[config.mk]
export PLATFORM = sky130hd
export DESIGN_NAME = spi_bus_arbiter
export DESIGN_NICKNAME = d
export VERILOG_FILES = /design/src/rtl/spi_pkg.sv /design/src/rtl/spi_edge_gen.sv /design/src/rtl/spi_bus_arbiter.sv
export SDC_FILE = /design/constraint.sdc
export NUM_CORES = 1
export LEC_CHECK = 0
export ABC_AREA = 1
export CAP_MARGIN = 5
export CORE_ASPECT_RATIO = 1.75
export CORE_MARGIN = 2
export CORE_UTILIZATION = 42
export CTS_CLUSTER_DIAMETER = 30
export DETAILED_ROUTE_END_ITERATION = 16
export GPL_TIMING_DRIVEN = 0
export HOLD_SLACK_MARGIN = 0.1
export MAX_ROUTING_LAYER = met4
export PLACE_DENSITY = 0.65
export SYNTH_ARGS = -nofsm -noshare
export SYNTH_HDL_FRONTEND = slang
export SYNTH_SLANG_ARGS = --single-unit
[constraint.sdc]
create_clock -name clk -period 1.95 [get_ports clk]
set_input_delay 0.195 -clock clk [delete_from_list [all_inputs] [get_ports clk]]
set_output_delay 0.195 -clock clk [all_outputs]
set_load 0.05 [all_outputs]
[src/rtl/spi_pkg.sv]
// Shared types and constants for the two-requester SPI bus arbiter.
package spi_pkg;

    typedef enum logic [1:0] {
        IDLE  = 2'd0,
        SETUP = 2'd1,
        XFER  = 2'd2,
        HOLD  = 2'd3
    } state_e;

    // SPI mode encoding is {cpol, cpha}
    localparam logic [1:0] MODE0 = 2'b00;
    localparam logic [1:0] MODE1 = 2'b01;
    localparam logic [1:0] MODE2 = 2'b10;
    localparam logic [1:0] MODE3 = 2'b11;

    localparam int unsigned FRAME_W = 8;

endpackage

[src/rtl/spi_edge_gen.sv]
// CLK_DIV half-period divider and SCLK edge counter; strobes mark the clk
// cycle at whose end the corresponding sclk edge is launched.
module spi_edge_gen
    import spi_pkg::*;
#(
    parameter int unsigned CLK_DIV = 2
) (
    input  logic clk,
    input  logic rst_n,
    input  logic run,
    input  logic xfer,
    output logic tick,
    output logic lead_edge,
    output logic trail_edge,
    output logic last_edge
);

    localparam logic [7:0] DIV_LAST  = 8'(CLK_DIV - 1);
    localparam logic [3:0] EDGE_LAST = 4'(2 * FRAME_W - 1);

    logic [7:0] div_q, div_d;
    logic [3:0] edge_q, edge_d;

    assign tick = run && (div_q == DIV_LAST);

    always_comb begin
        div_d  = div_q;
        edge_d = edge_q;
        if (!run || tick) begin
            div_d = '0;
        end else begin
            div_d = div_q + 8'd1;
        end
        if (!xfer) begin
            edge_d = '0;
        end else if (tick) begin
            edge_d = edge_q + 4'd1;
        end
    end

    always_ff @(posedge clk or negedge rst_n) begin
        if (!rst_n) begin
            div_q  <= '0;
            edge_q <= '0;
        end else begin
            div_q  <= div_d;
            edge_q <= edge_d;
        end
    end

    // edge_q counts completed edges, so an even count means the next is odd (leading)
    assign lead_edge  = xfer && tick && !edge_q[0];
    assign trail_edge = xfer && tick &&  edge_q[0];
    assign last_edge  = (edge_q == EDGE_LAST);

endmodule

[src/rtl/spi_bus_arbiter.sv]
// Round-robin arbiter granting one of two requesters an SPI master that
// runs one 8-bit frame to a selected slave, then pulses done.
module spi_bus_arbiter
    import spi_pkg::*;
#(
    parameter int unsigned CLK_DIV  = 2,
    parameter int unsigned N_SLAVES = 4
) (
    input  logic                clk,
    input  logic                rst_n,
    input  logic [1:0]          req,
    input  logic [7:0]          tx_data0,
    input  logic [7:0]          tx_data1,
    input  logic [2:0]          sel0,
    input  logic [2:0]          sel1,
    input  logic                cpol0,
    input  logic                cpha0,
    input  logic                cpol1,
    input  logic                cpha1,
    output logic [1:0]          gnt,
    output logic [7:0]          rx_data,
    output logic                done,
    output logic                done_id,
    output logic                busy,
    output logic                sclk,
    output logic                mosi,
    input  logic                miso,
    output logic [N_SLAVES-1:0] cs_n
);

    state_e               state_q, state_d;
    logic                 last_q, last_d;
    logic                 id_q, id_d;
    logic [1:0]           gnt_q, gnt_d;
    logic [FRAME_W-1:0]   tx_q, tx_d;
    logic [FRAME_W-1:0]   rxsh_q, rxsh_d;
    logic [FRAME_W-1:0]   rx_q, rx_d;
    logic [2:0]           sel_q, sel_d;
    logic                 cpol_q, cpol_d;
    logic                 cpha_q, cpha_d;
    logic                 sclk_q, sclk_d;
    logic                 started_q, started_d;
    logic                 hold_done_q, hold_done_d;
    logic                 done_q, done_d;
    logic                 done_id_q, done_id_d;

    logic tick, lead_edge, trail_edge, last_edge;
    logic win;

    spi_edge_gen #(.CLK_DIV(CLK_DIV)) u_edge_gen (
        .clk        (clk),
        .rst_n      (rst_n),
        .run        (state_q != IDLE),
        .xfer       (state_q == XFER),
        .tick       (tick),
        .lead_edge  (lead_edge),
        .trail_edge (trail_edge),
        .last_edge  (last_edge)
    );

    always_comb begin
        if (req == 2'b11) win = ~last_q;
        else              win = ~req[0];
    end

    always_comb begin
        state_d     = state_q;
        last_d      = last_q;
        id_d        = id_q;
        gnt_d       = gnt_q;
        tx_d        = tx_q;
        rxsh_d      = rxsh_q;
        rx_d        = rx_q;
        sel_d       = sel_q;
        cpol_d      = cpol_q;
        cpha_d      = cpha_q;
        sclk_d      = sclk_q;
        started_d   = started_q;
        hold_done_d = hold_done_q;
        done_d      = 1'b0;
        done_id_d   = done_id_q;
        case (state_q)
            IDLE: begin
                // the done cycle is skipped so a still-high req re-arbitrates a cycle later
                if (|req && !done_q) begin
                    state_d   = SETUP;
                    last_d    = win;
                    id_d      = win;
                    gnt_d     = win ? 2'b10 : 2'b01;
                    tx_d      = win ? tx_data1 : tx_data0;
                    sel_d     = win ? sel1 : sel0;
                    cpol_d    = win ? cpol1 : cpol0;
                    cpha_d    = win ? cpha1 : cpha0;
                    sclk_d    = win ? cpol1 : cpol0;
                    started_d = 1'b0;
                    rxsh_d    = '0;
                end
            end
            SETUP: begin
                if (tick) state_d = XFER;
            end
            XFER: begin
                if (lead_edge || trail_edge) sclk_d = ~sclk_q;
                if (lead_edge) begin
                    if (!cpha_q)        rxsh_d    = {rxsh_q[FRAME_W-2:0], miso};
                    else if (started_q) tx_d      = {tx_q[FRAME_W-2:0], 1'b0};
                    else                started_d = 1'b1;
                end
                if (trail_edge) begin
                    if (cpha_q)          rxsh_d = {rxsh_q[FRAME_W-2:0], miso};
                    else if (!last_edge) tx_d   = {tx_q[FRAME_W-2:0], 1'b0};
                    if (last_edge) begin
                        state_d     = HOLD;
                        hold_done_d = 1'b0;
                    end
                end
            end
            HOLD: begin
                // CLK_DIV hold cycles plus the exit cycle give the 18*CLK_DIV+1 latency
                if (tick) hold_done_d = 1'b1;
                if (hold_done_q) begin
                    state_d   = IDLE;
                    gnt_d     = 2'b00;
                    rx_d      = rxsh_q;
                    done_d    = 1'b1;
                    done_id_d = id_q;
                end
            end
            default: state_d = IDLE;
        endcase
    end

    always_ff @(posedge clk or negedge rst_n) begin
        if (!rst_n) begin
            state_q     <= IDLE;
            last_q      <= 1'b1;
            id_q        <= 1'b0;
            gnt_q       <= '0;
            tx_q        <= '0;
            rxsh_q      <= '0;
            rx_q        <= '0;
            sel_q       <= '0;
            cpol_q      <= 1'b0;
            cpha_q      <= 1'b0;
            sclk_q      <= 1'b0;
            started_q   <= 1'b0;
            hold_done_q <= 1'b0;
            done_q      <= 1'b0;
            done_id_q   <= 1'b0;
        end else begin
            state_q     <= state_d;
            last_q      <= last_d;
            id_q        <= id_d;
            gnt_q       <= gnt_d;
            tx_q        <= tx_d;
            rxsh_q      <= rxsh_d;
            rx_q        <= rx_d;
            sel_q       <= sel_d;
            cpol_q      <= cpol_d;
            cpha_q      <= cpha_d;
            sclk_q      <= sclk_d;
            started_q   <= started_d;
            hold_done_q <= hold_done_d;
            done_q      <= done_d;
            done_id_q   <= done_id_d;
        end
    end

    always_comb begin
        cs_n = '1;
        for (int unsigned i = 0; i < N_SLAVES; i++) begin
            if (state_q != IDLE && {29'd0, sel_q} == i) cs_n[i] = 1'b0;
        end
    end

    always_comb begin
        mosi = 1'b0;
        if (state_q != IDLE) mosi = cpha_q ? (started_q & tx_q[FRAME_W-1]) : tx_q[FRAME_W-1];
    end

    assign gnt     = gnt_q;
    assign rx_data = rx_q;
    assign done    = done_q;
    assign done_id = done_id_q;
    assign busy    = (state_q != IDLE);
    assign sclk    = sclk_q;

endmodule
==> results_dict.tcl <==
set metrics [dict create \
    maxCapViolations 0 \
    startpoint "state_q[0]" \
    syn-cell-area_sq_mm 0.00261 \
    final_cells 470 \
    cts_tree "built" \
    clock_latency_ps 300 \
    area_growth_pct 31.2 \
    start_kind "flop" \
    detail_route.wl_per_cell_um 13.3 \
    vias 2361 \
    ys_seq_area_share_pct 48.9 \
    path_depth 11 \
    path_clk_slew_ps 100 \
    num_io_pins 50 \
    die-area_sq_mm 0.00689 \
    gp_congestion 0.831 \
    antenna_left 0 \
    synth_edf_count 0 \
    cts_buffers 5 \
    start_util_pct 42.9 \
    synth_top_flop_cell "dfrtp_1" \
    cp.required_ps 2150 \
    max_stage_delay_ps 410 \
    synth.distinct_cells 32 \
    ys_warn_count 0 \
    clockBufferDepth 2 \
    hold_violations 0 \
    rr_worst_depth 11 \
    viasPerCell 5.02 \
    slew_violations 0 \
    finalPower_mw 5.58 \
    overflow 0 \
    worstPathArrival_ps 2060 \
    dr.pass1.iters 4 \
    crit_type "reg -> reg" \
    dp_hpwl_um 4480 \
    place_area_sq_mm 0.00322 \
    final_area_sq_mm 0.00343 \
    ir_drop_uv 782 \
    crit_buf_inv 5 \
    htree_num_levels 2 \
    final_common_cell "nand2_1" \
    grt_first_pass_wirelength_um 10500 \
    r2r-start "state_q[0]" \
    die_y_um 108 \
    die_x_um 63.6 \
    syn_area_per_cell_sq_um 8.11 \
    place_inst 452 \
    antenna_cells 0 \
    wirelength_um 6260 \
    cpLargestDelayFamily "simple AND/OR/NAND/NOR gates" \
    final_cell_mix "69 x nand2_1, 50 x dfrtp_1, 45 x inv_1" \
    rows 38 \
    cp_cell_sequence "inv_2, ha_1, buf_6, inv_4, nor2_4, nand4_1, buf_4, nand3_2, nand3_1, nand2_1, inv_1" \
    io_buffer_count 49 \
    post-route-min-period_ps 1850 \
    finalCritPeriodShare_pct 95.1 \
    core_area_sq_mm 0.00609 \
    swShare_pct 47.4 \
    drive_gt1_share_pct 12.6 \
    max_freq_ghz 0.539 \
    dr.first_iter.drc_count 96 \
    powerDensity_mw_per_mm2 1630 \
    fin_worst_skew_ps 7.70 \
    synth_nets 361 \
    cp_max_fo 10 \
    crit_path_end_kind "flop" \
    utilization_pct 56.3 \
    ys_ff_latch 51 \
    hold_class "in -> async" \
    slew_headroom_pct 61.3 \
    status "finished, final reports clean" \
    clockRootBuffer "clkbuf_8" \
    p_comb_share_pct 55.7 \
    intPower_mw 2.94 \
    power_leakage_nw 1.67 \
    fin_hold_ws_ps 370 \
    switchingPower_mw 2.64 \
    pwr-share-seq_pct 30.5 \
    antenna_found_initial 0 \
    groute.usage.overall_pct 19.7 \
    clkPwrFrac_pct 13.8 \
    async_reset_ff_share_pct 100 \
    setup_violations 0 \
    drc 0 \
    grt_max_degree 35 \
    critPathSlowestCell "dfrtp_1" \
    grt_pass1_vias 2239 \
    tightest_slew_ps 577 \
    cts.sink_count 51 \
    synth_cells 322 \
    nets 428 \
]
## metrics by stage
step | worst slack, ps | setup TNS (ps)
5_1_grt | -15.5 | -30.0
3_5_place_dp | -182 | -847
3_3_place_gp | -870 | -44300
4_1_cts | 7.60 | 0
6_report | 95.5 | 0
2_1_floorplan | 197 | 0
## per-layer routing
layer  share of wire, %  GRT usage [%]
met5                  0              -
met4               0.64           5.12
met3                3.1           2.91
met2                 53           35.2
met1                 43           23.0
## power by group through the flow
stage / combinational (mW) / clock (mW) / sequential (mW)
3_5_place_dp: 2.96 / 0 / 1.72
4_1_cts: 3.01 / 0.793 / 1.69
6_report: 3.11 / 0.773 / 1.70
3_3_place_gp: 2.90 / 0 / 1.71
5_1_grt: 3.46 / 0.831 / 1.75
2_1_floorplan: 1.75 / 0 / 2.06
## cells by family after synthesis
kind of cell	synth area share [%]
buf+inv	8.58
flops	48.9
fa+ha+maj	3.83
simple gates	25.1
compound gates	12.9
xor+xnor	0.671
## synth_stat cells, types with 2 or more instances
library cell	number	share of area, %
a21oi_1	6	1.2
a31oi_1	2	0.48
buf_2	2	0.38
clkbuf_1	4	0.57
dfrtp_1	50	48
ha_1	8	3.8
inv_1	46	6.6
inv_2	2	0.29
nand2_1	69	9.9
nand2_2	4	0.96
nand3_1	20	3.8
nand3_2	3	1.2
nand4_1	6	1.4
nor2_1	31	4.5
nor3_1	3	0.57
nor3b_1	3	0.86
o21ai_0	35	6.7
o21ai_1	9	1.7
o21ai_2	2	0.67
o22ai_1	5	1.2
## repair_timing
item / CTS / global route
hold buffers: 1 / 0
gates resized for setup: 18 / 19
cloned: 0 / 1
endpoints found under the setup margin: 23 / 23
buffers inserted: 2 / 6
endpoints found under the hold margin: 16 / 0
pin swaps: 1 / 5
## area by class of cell
| cell class | instances | area (sq um) |
|---|---|---|
| clock inverter | 2 | 35.0 |
| inverter | 48 | 183 |
| buffer | 8 | 48.8 |
| timing repair buffer | 59 | 552 |
| multi-input combinational | 216 | 1150 |
| clock buffer | 6 | 82.6 |
| fill | 620 | 2660 |
| sequential | 51 | 1280 |
| tap | 80 | 100 |
## path summary, 6_finish.rpt
check | slack (ps) | end
min reg2reg | 470 | u_edge_gen.edge_q[3]
max | 100 | tx_q[2]
min in group clk | 470 | u_edge_gen.edge_q[3]
max reg2reg | 100 | tx_q[2]
min | 370 | tx_q[2]
max in group asynchronous | 1050 | u_edge_gen.div_q[4]
## state kept, by name (all words and copies together) (netlist names)
register	flops
tx_q	8
cpha_q	1
rx_data	8
sclk	1
rxsh_q	8
sel_q	3
done	1
done_id	1
started_q	1
hold_done_q	1
gnt	2
state_q	2
u_edge_gen.edge_q	4
u_edge_gen.div_q	8
last_q	1
id_q	1
No activity file was read; power rests on OpenSTA's default activity.
